### src/rtl/sw_pkg.sv
// Shared definitions for the switch transmit port: default widths and FSM state type.
package sw_pkg;

  localparam int SW_DW    = 8;
  localparam int SW_DEPTH = 64;

  typedef enum logic {
    IDLE = 1'b0,
    SEND = 1'b1
  } tx_state_t;

endpackage

### src/rtl/sw_byte_fifo.sv
// Synchronous byte FIFO holding {last, data} entries; read data is the current head.
module sw_byte_fifo
  import sw_pkg::*;
#(
  parameter int DEPTH = SW_DEPTH,
  parameter int WIDTH = SW_DW + 1
) (
  input  logic                     clk,
  input  logic                     rst_n,
  input  logic                     push,
  input  logic [WIDTH-1:0]         wr_data,
  input  logic                     pop,
  output logic [WIDTH-1:0]         rd_data,
  output logic                     full,
  output logic                     empty,
  output logic [$clog2(DEPTH):0]   count
);

  localparam int AW = $clog2(DEPTH);

  logic [WIDTH-1:0] mem [DEPTH];
  logic [AW-1:0]    wr_ptr;
  logic [AW-1:0]    rd_ptr;
  logic             do_push;
  logic             do_pop;

  assign full    = (count == (AW+1)'(DEPTH));
  assign empty   = (count == '0);
  assign do_push = push && !full;
  assign do_pop  = pop && !empty;
  assign rd_data = mem[rd_ptr];

  always_ff @(posedge clk) begin
    if (do_push) mem[wr_ptr] <= wr_data;
  end

  // Pointers wrap naturally because DEPTH is a power of two.
  always_ff @(posedge clk or negedge rst_n) begin
    if (!rst_n) begin
      wr_ptr <= '0;
      rd_ptr <= '0;
      count  <= '0;
    end else begin
      if (do_push) wr_ptr <= wr_ptr + 1'b1;
      if (do_pop)  rd_ptr <= rd_ptr + 1'b1;
      case ({do_push, do_pop})
        2'b10:   count <= count + 1'b1;
        2'b01:   count <= count - 1'b1;
        default: count <= count;
      endcase
    end
  end

endmodule

### src/rtl/sw_port_tx.sv
// Transmit port: buffers bytes from the switch core and releases only whole packets downstream.
module sw_port_tx
  import sw_pkg::*;
#(
  parameter int DEPTH = SW_DEPTH,
  parameter int DW    = SW_DW
) (
  input  logic          clk,
  input  logic          rst_n,
  input  logic          in_valid,
  input  logic [DW-1:0] in_data,
  input  logic          in_last,
  output logic          in_ready,
  output logic          port_ready,
  input  logic          port_read,
  output logic [DW-1:0] port_data,
  output logic          port_valid,
  output logic          port_busy
);

  localparam int CW = $clog2(DEPTH) + 1;

  tx_state_t      state;
  logic [CW-1:0]  pkt_cnt;
  logic [DW:0]    head;
  logic           head_last;
  logic           fifo_full;
  logic           fifo_empty;
  logic [CW-1:0]  fifo_count;
  logic           push;
  logic           pop;
  logic           pkt_in;
  logic           pkt_out;

  sw_byte_fifo #(
    .DEPTH (DEPTH),
    .WIDTH (DW + 1)
  ) u_fifo (
    .clk     (clk),
    .rst_n   (rst_n),
    .push    (push),
    .wr_data ({in_last, in_data}),
    .pop     (pop),
    .rd_data (head),
    .full    (fifo_full),
    .empty   (fifo_empty),
    .count   (fifo_count)
  );

  assign head_last  = head[DW];
  assign in_ready   = rst_n && (fifo_count < CW'(DEPTH));
  assign push       = in_valid && in_ready;
  assign port_ready = (pkt_cnt != '0) || (state == SEND);

  // In IDLE, port_busy is only high while the previous packet's last byte is on the
  // output; holding off the next start then gives the mandatory gap between packets.
  always_comb begin
    pop = 1'b0;
    if (port_read && !fifo_empty) begin
      if (state == SEND) pop = 1'b1;
      else               pop = (pkt_cnt != '0) && !port_busy;
    end
  end

  assign pkt_in  = push && in_last;
  assign pkt_out = pop && head_last;

  always_ff @(posedge clk or negedge rst_n) begin
    if (!rst_n) begin
      state      <= IDLE;
      pkt_cnt    <= '0;
      port_valid <= 1'b0;
      port_data  <= '0;
      port_busy  <= 1'b0;
    end else begin
      case (state)
        IDLE:    if (pop && !head_last) state <= SEND;
        SEND:    if (pkt_out)           state <= IDLE;
        default:                        state <= IDLE;
      endcase
      case ({pkt_in, pkt_out})
        2'b10:   pkt_cnt <= pkt_cnt + 1'b1;
        2'b01:   pkt_cnt <= pkt_cnt - 1'b1;
        default: pkt_cnt <= pkt_cnt;
      endcase
      port_valid <= pop;
      if (pop) port_data <= head[DW-1:0];
      port_busy  <= (state == SEND) || pop;
    end
  end

  always_ff @(posedge clk) begin
    if (rst_n) assert (!(push && fifo_full));
  end

endmodule

### config.mk
export PLATFORM = sky130hd
export DESIGN_NAME = sw_port_tx
export DESIGN_NICKNAME = d
export VERILOG_FILES = /design/src/rtl/sw_pkg.sv /design/src/rtl/sw_byte_fifo.sv /design/src/rtl/sw_port_tx.sv
export SDC_FILE = /design/constraint.sdc
export NUM_CORES = 1
export LEC_CHECK = 0
export ABC_CLOCK_PERIOD_IN_PS = 3800
export BUFFER_PORTS_ARGS = -buffer_cell sky130_fd_sc_hd__buf_2
export CELL_PAD_IN_SITES_DETAIL_PLACEMENT = 1
export CELL_PAD_IN_SITES_GLOBAL_PLACEMENT = 1
export CORE_ASPECT_RATIO = 0.6
export CORE_MARGIN = 10
export CORE_UTILIZATION = 30
export CTS_CLUSTER_SIZE = 12
export DETAILED_ROUTE_END_ITERATION = 8
export GPL_TIMING_DRIVEN = 0
export PLACE_DENSITY_LB_ADDON = 0.1
export SYNTH_ARGS = -nofsm -noshare
export SYNTH_HDL_FRONTEND = slang
export SYNTH_HIERARCHICAL = 1
export SYNTH_SLANG_ARGS = --single-unit
### constraint.sdc
create_clock -name clk -period 3.8 [get_ports clk]
set_input_delay 0.57 -clock clk [delete_from_list [all_inputs] [get_ports clk]]
set_output_delay 0.57 -clock clk [all_outputs]
set_load 0.01 [all_outputs]
==> Word-level counts from Yosys, hierarchy flattened <==
Memories as Yosys holds them, arrays and structs flattened.
Index checks and enable logic that the tools add are counted.
{ "word_totals": {"output_inout_bits": 12, "ff_bits": 37, "elab_cells": 50, "in_bits": 13, "mem_bits_rw": 576, "memories": 1} }
{ "classes": {"bitwise_logic": 1, "add_sub_neg": 6, "n_eq_ne": 5, "magnitude_cmp": 1, "muxes": 9, "reduce_logical": 19} }
{ "memory_table": {"columns": ["memory", "words", "width", "read_ports", "rd_ports_with_merged_regs", "wr", "line", "rtl"], "rows": [
  ["u_fifo.mem", 64, 9, 1, 0, 1, "sw_byte_fifo.sv:21", "logic [WIDTH-1:0] mem [DEPTH];"]
]} }
{ "ops": {"columns": ["op", "n"], "rows": [
  ["7-bit one-hot mux with 2 select lines", 2],
  ["7-bit by 1-bit adder with 7-bit output, second input constant", 2],
  ["7-bit by 1-bit subtractor with 7-bit output, second input constant", 2],
  ["6-bit by 1-bit adder with 6-bit output, second input constant", 2],
  ["1-bit logical AND", 9],
  ["7-bit == test, second input constant", 1],
  ["7-bit zero test", 1],
  ["7-bit < comparator, second input constant", 1],
  ["7-bit nonzero test", 1],
  ["1-bit 2-to-1 mux", 6],
  ["2-bit by 1-bit == test with 1-bit output, second input constant", 2],
  ["2-bit == test, second input constant", 2],
  ["1-bit zero test", 4],
  ["2-bit nonzero test", 2],
  ["1-bit logical OR", 2],
  ["1-bit one-hot mux with 2 select lines", 1],
  ["1-bit inverter", 1]
]} }

==> Logic depth before layout (Yosys ltp) <==
{ "logic_depth": {"ltp_word": 7, "ltp_mapped": 20, "depth_no_buf": 15} }

==> Hierarchy <==
The synthesis kept the hierarchy.
{ "by_module_without_submodules": {"columns": ["module", "cells_per_inst", "area_each_um2", "instances", "seq_area_each_um2"], "rows": [
  ["sw_byte_fifo", 1170, 23483.8, 1, 17772.0],
  ["sw_port_tx", 92, 1018.5, 1, 450.4]
]} }

==> Worst setup path before layout <==
Ideal clock, no wire load.
{ "synth_timing": {"kind": "register to register", "startpoint": "reg u_fifo.rd_ptr[0]", "endpoint": "reg pkt_cnt[6]", "n_path_buf": 3, "slack_ps": 333, "synth_period_minus_slack_ps": 3467, "arrival_time_ps": 3387, "setup_time_ps": 80, "required_time_ps": 3720, "stages_incl_launch_ff": 19, "path_cell_list": "dfrtp_1 -> buf_6 -> or3b_1 -> buf_2 -> o22ai_1 -> a211oi_1 -> o41ai_1 -> and3_1 -> inv_1 -> nor2_1 -> ha_1 -> buf_2 -> xor2_1 -> ha_1 -> nor2_1 -> a22o_1 -> a22oi_1 -> a2bb2oi_1 -> xnor2_1"} }
{ "synth_between": {"elab_chain_len": 4, "word_cells_on_any_way": 6} }
{ "synth_lines": {"columns": ["item", "line", "rtl"], "rows": [
  ["start: declaration", "sw_byte_fifo.sv:23", "logic [AW-1:0] rd_ptr;"],
  ["start signal: assignment", "sw_byte_fifo.sv:45", "if (do_pop) rd_ptr <= rd_ptr + 1'b1;"],
  ["memory 64 x 9 bit (*)", null, null],
  ["named net head[8]", "sw_port_tx.sv:25", "logic [DW:0] head;"],
  ["1-bit logical AND (*)", "sw_port_tx.sv:66", "assign pkt_out = pop && head_last;"],
  ["2-bit by 1-bit == test with 1-bit output or 2-bit == test (tied branches)", "sw_port_tx.sv:81", "case ({pkt_in, pkt_out})"],
  ["7-bit one-hot mux with 2 select lines or 2-bit nonzero test (tied branches)", null, null],
  ["end signal: assignment", "sw_port_tx.sv:82", "2'b10: pkt_cnt <= pkt_cnt + 1'b1;"],
  ["end signal: assignment", "sw_port_tx.sv:83", "2'b01: pkt_cnt <= pkt_cnt - 1'b1;"],
  ["end signal: assignment", "sw_port_tx.sv:84", "default: pkt_cnt <= pkt_cnt;"],
  ["end: declaration", "sw_port_tx.sv:24", "logic [CW-1:0] pkt_cnt;"]
]} }
Mark *: on every way through the listed nets, which the timed path passes. The rest lies on a longest branch.
A chain may end at the register's enable or synchronous reset.

==> Worst setup path in the final report <==
{ "layout_timing": {"startpoint": "reg u_fifo.rd_ptr[0]", "endpoint": "reg pkt_cnt[4]"} }
The elaborated chain is that of the path after synthesis.

==> flow_metrics.env <==
export IMPL_timing_hold_worst_path_depth=1
export IMPL_busiest_layer="met1"
export IMPL_die_height_um=241
export IMPL_antenna_left=0
export IMPL_synthToLayoutAreaGrowth_pct=16.8
export IMPL_power_static_leakage_uw=0.00906
export IMPL_total_global_routing_track_utilization=0.162
export IMPL_cts_tree="done"
export IMPL_final_setup_viol_count=3
export IMPL_synth_cells=1261
export IMPL_met1_usage=0.253
export IMPL_worst_slew_pin_slew_ns=1.33
export IMPL_nNetsFinal=1397
export IMPL_syn_area_mm2=0.0245
export IMPL_clk_root_buffer_cell="sky130_fd_sc_hd__clkbuf_16"
export IMPL_slew_limit_headroom=0.113
export IMPL_worst_reg_to_reg_path_cell_count=17
export IMPL_dp_final_hpwl_mm=50.8
export IMPL_grt_met2_usage=0.220
export IMPL_clock_sinks=613
export IMPL_setup_slack_ns=-0.114
export IMPL_firstDrtPassIters=5
export IMPL_timing_hold_worst_class="reg2reg"
export IMPL_placementRows=81
export IMPL_worst_setup_path_start_kind="register"
export IMPL_worst_hold_path_endpoint="pkt_cnt[6]$_DFFE_PN0P_"
export IMPL_required_ns=4.37
export IMPL_io_pin_count=25
export IMPL_layout_cells_non_filler=2486
export IMPL_total_power_uw=21300
export IMPL_rsz0062_at_grt="yes"
export IMPL_vias=12943
export IMPL_max_capacitance_violation_count=0
export IMPL_regToRegSetupSlack_ns=-0.11
export IMPL_die_width_um=389
export IMPL_final_layout_size_suffix_gt1_frac=0.285
export IMPL_clockBufferDepth=3
export IMPL_finalWirelength_mm=76.7
export IMPL_clkLatencyLatePin_ns=0.64
export IMPL_cp_arrival_ns=4.48
export IMPL_clock_skew_ns=0.0196
export IMPL_avgSynthCellArea_um2=19.4
export IMPL_critical_path_class="reg2reg"
export IMPL_worst_path_max_fanout=10
export IMPL_place_detailed_instances=2365
export IMPL_rr_startpoint="u_fifo/rd_ptr[0]$_DFFE_PN0P_"
export IMPL_htree_levels=2
export IMPL_pwr_density_cell_mw_per_mm2=743
export IMPL_synth_net_count=1286
export IMPL_global_placement_routability_congestion=0.849
export IMPL_core_area_mm2=0.0812
export IMPL_dieArea_mm2=0.0939
export IMPL_worstSetupEndpointType="register"
export IMPL_area_of_the_multi_input_gates_mm2=0.00625
export IMPL_ys_warnings_count=6
export IMPL_max_clock_freq_mhz=255
export IMPL_crit_reg2reg_capture="pkt_cnt[4]$_DFFE_PN0P_"
export IMPL_timing_critical_path_from="u_fifo/rd_ptr[0]$_DFFE_PN0P_"
export IMPL_worst_ir_drop_vdd_v=0.000345
export IMPL_violations="negative setup slack"
export IMPL_post_route_clock_period_utilization=1.03
export IMPL_initial_core_util=0.302
export IMPL_clk_pin_slew_worst_paths_ns=0.07
export IMPL_vias_per_cell=5.21
export IMPL_numPortBuffers=24
export IMPL_hold_slack_ns=0.472
export IMPL_regArea_mm2=0.0182
export IMPL_layout_min_cycle_time_ns=3.91
export IMPL_detail_route_wl_per_cell_um=30.8
export IMPL_grt_max_degree=65
export IMPL_outcome="finished with violations"
export IMPL_cts_inserted_buffers=60
export IMPL_globalRouteOverflowTotal=0
export IMPL_global_route_usage_met3=0.0459
export IMPL_grt_pass1_wl_mm=107
export IMPL_grt_pass1_vias=12962
export IMPL_drc=0
export IMPL_drv_slew=0
export IMPL_hold_start="pkt_cnt[6]$_DFFE_PN0P_"
export IMPL_finalHoldViolations=0
export IMPL_initialDrtViolationCount=1170
export IMPL_grt_antenna_before_repair=0
export IMPL_fill_cells=7948
[critical path: stages, from the launching register on]
cell,delay (ns)
sky130_fd_sc_hd__dfrtp_1,0.38
sky130_fd_sc_hd__buf_6,0.15
sky130_fd_sc_hd__buf_12,0.18
sky130_fd_sc_hd__mux4_2,0.60
sky130_fd_sc_hd__a211oi_4,0.47
sky130_fd_sc_hd__o41ai_2,0.14
sky130_fd_sc_hd__and3_4,0.23
sky130_fd_sc_hd__inv_1,0.09
sky130_fd_sc_hd__nor2_2,0.06
sky130_fd_sc_hd__ha_2,0.20
sky130_fd_sc_hd__buf_6,0.12
sky130_fd_sc_hd__xor2_1,0.13
sky130_fd_sc_hd__ha_2,0.25
sky130_fd_sc_hd__buf_4,0.12
sky130_fd_sc_hd__nor4_1,0.04
sky130_fd_sc_hd__nor3_2,0.25
sky130_fd_sc_hd__mux2i_1,0.26
sky130_fd_sc_hd__xnor2_1,0.13
[layout by cell type (no fill, tap or decap), types with 24 or more instances in the layout]
| cell | count |
|---|---|
| sky130_fd_sc_hd__mux2i_1 | 86 |
| sky130_fd_sc_hd__edfxtp_1 | 576 |
| sky130_fd_sc_hd__dfrtp_1 | 36 |
| sky130_fd_sc_hd__o22ai_1 | 28 |
| sky130_fd_sc_hd__nand2_1 | 25 |
| sky130_fd_sc_hd__mux4_2 | 110 |
| sky130_fd_sc_hd__clkbuf_1 | 36 |
| sky130_fd_sc_hd__buf_2 | 28 |
| sky130_fd_sc_hd__nor2_2 | 54 |
| sky130_fd_sc_hd__buf_4 | 38 |
| sky130_fd_sc_hd__nor2_1 | 24 |
| sky130_fd_sc_hd__clkbuf_16 | 61 |
[stage by stage]
stage	util	area, um2	setup slack (ns)	setup TNS, ns
6_report	0.352	28600	-0.114	-0.234
5_1_grt	0.352	28600	-0.280	-1.06
4_1_cts	0.348	28300	-0.111	-4.60
3_5_place_dp	0.320	26000	-1.58	-633.62
3_3_place_gp	0.320	26000	-1.55	-618.54
2_1_floorplan	-	24500	0.333	0
[routing by layer]
layer | wire length, um | vias up | share of wire
met3 | 5790 | 91 | 0.076
met2 | 30400 | 370 | 0.40
met1 | 39300 | 7116 | 0.51
li1 | - | 5366 | -
met4 | 1150 | 0 | 0.015
met5 | 0 | - | 0
[state kept, by name (all words and copies together) (netlist names), named ones only]
signal	flops
u_fifo/wr_ptr	6
u_fifo/count	7
u_fifo/rd_ptr	6
port_busy	1
port_data	8
pkt_cnt	7
port_valid	1
u_fifo/mem	576
[final cells by class]
type	instances	share of cell area
Antenna cell	2	0.000175
Clock buffer	86	0.0573
Inverter	15	0.00206
Sequential cell	613	0.637
Timing Repair Buffer	52	0.0138
Clock inverter	9	0.00227
Multi-Input combinational cell	565	0.218
Buffer	65	0.0216
Tap cell	1079	0.0472
[worst max-delay path by stage]
stage	slack (ns)	endpoint	depth (start not counted)
after floorplan	0.33	pkt_cnt[6]$_DFFE_PN0P_	18
after CTS	-0.11	pkt_cnt[4]$_DFFE_PN0P_	20
final	-0.11	pkt_cnt[4]$_DFFE_PN0P_	17
after global placement	-1.55	u_fifo/mem[39][1]$_DFFE_PP_	7
after detailed placement	-1.58	u_fifo/mem[39][2]$_DFFE_PP_	7
after global routing	-0.28	pkt_cnt[4]$_DFFE_PN0P_	20
[report_power, final]
part	switching (uW)	internal, uW	total [uW]	leakage (uW)
sequential	210	7630	7840	0.00562
combinational	4770	3130	7900	0.00261
clock	2500	3010	5510	0.000823
[timing repair]
action                     CTS  global route
hold buffers                 2             0
gates resized for setup    128            54
setup buffers               12            15
pin swaps                    8             1
setup endpoints to repair  588           394
hold endpoints to repair    37             0
(Power assumes the default switching activity.)
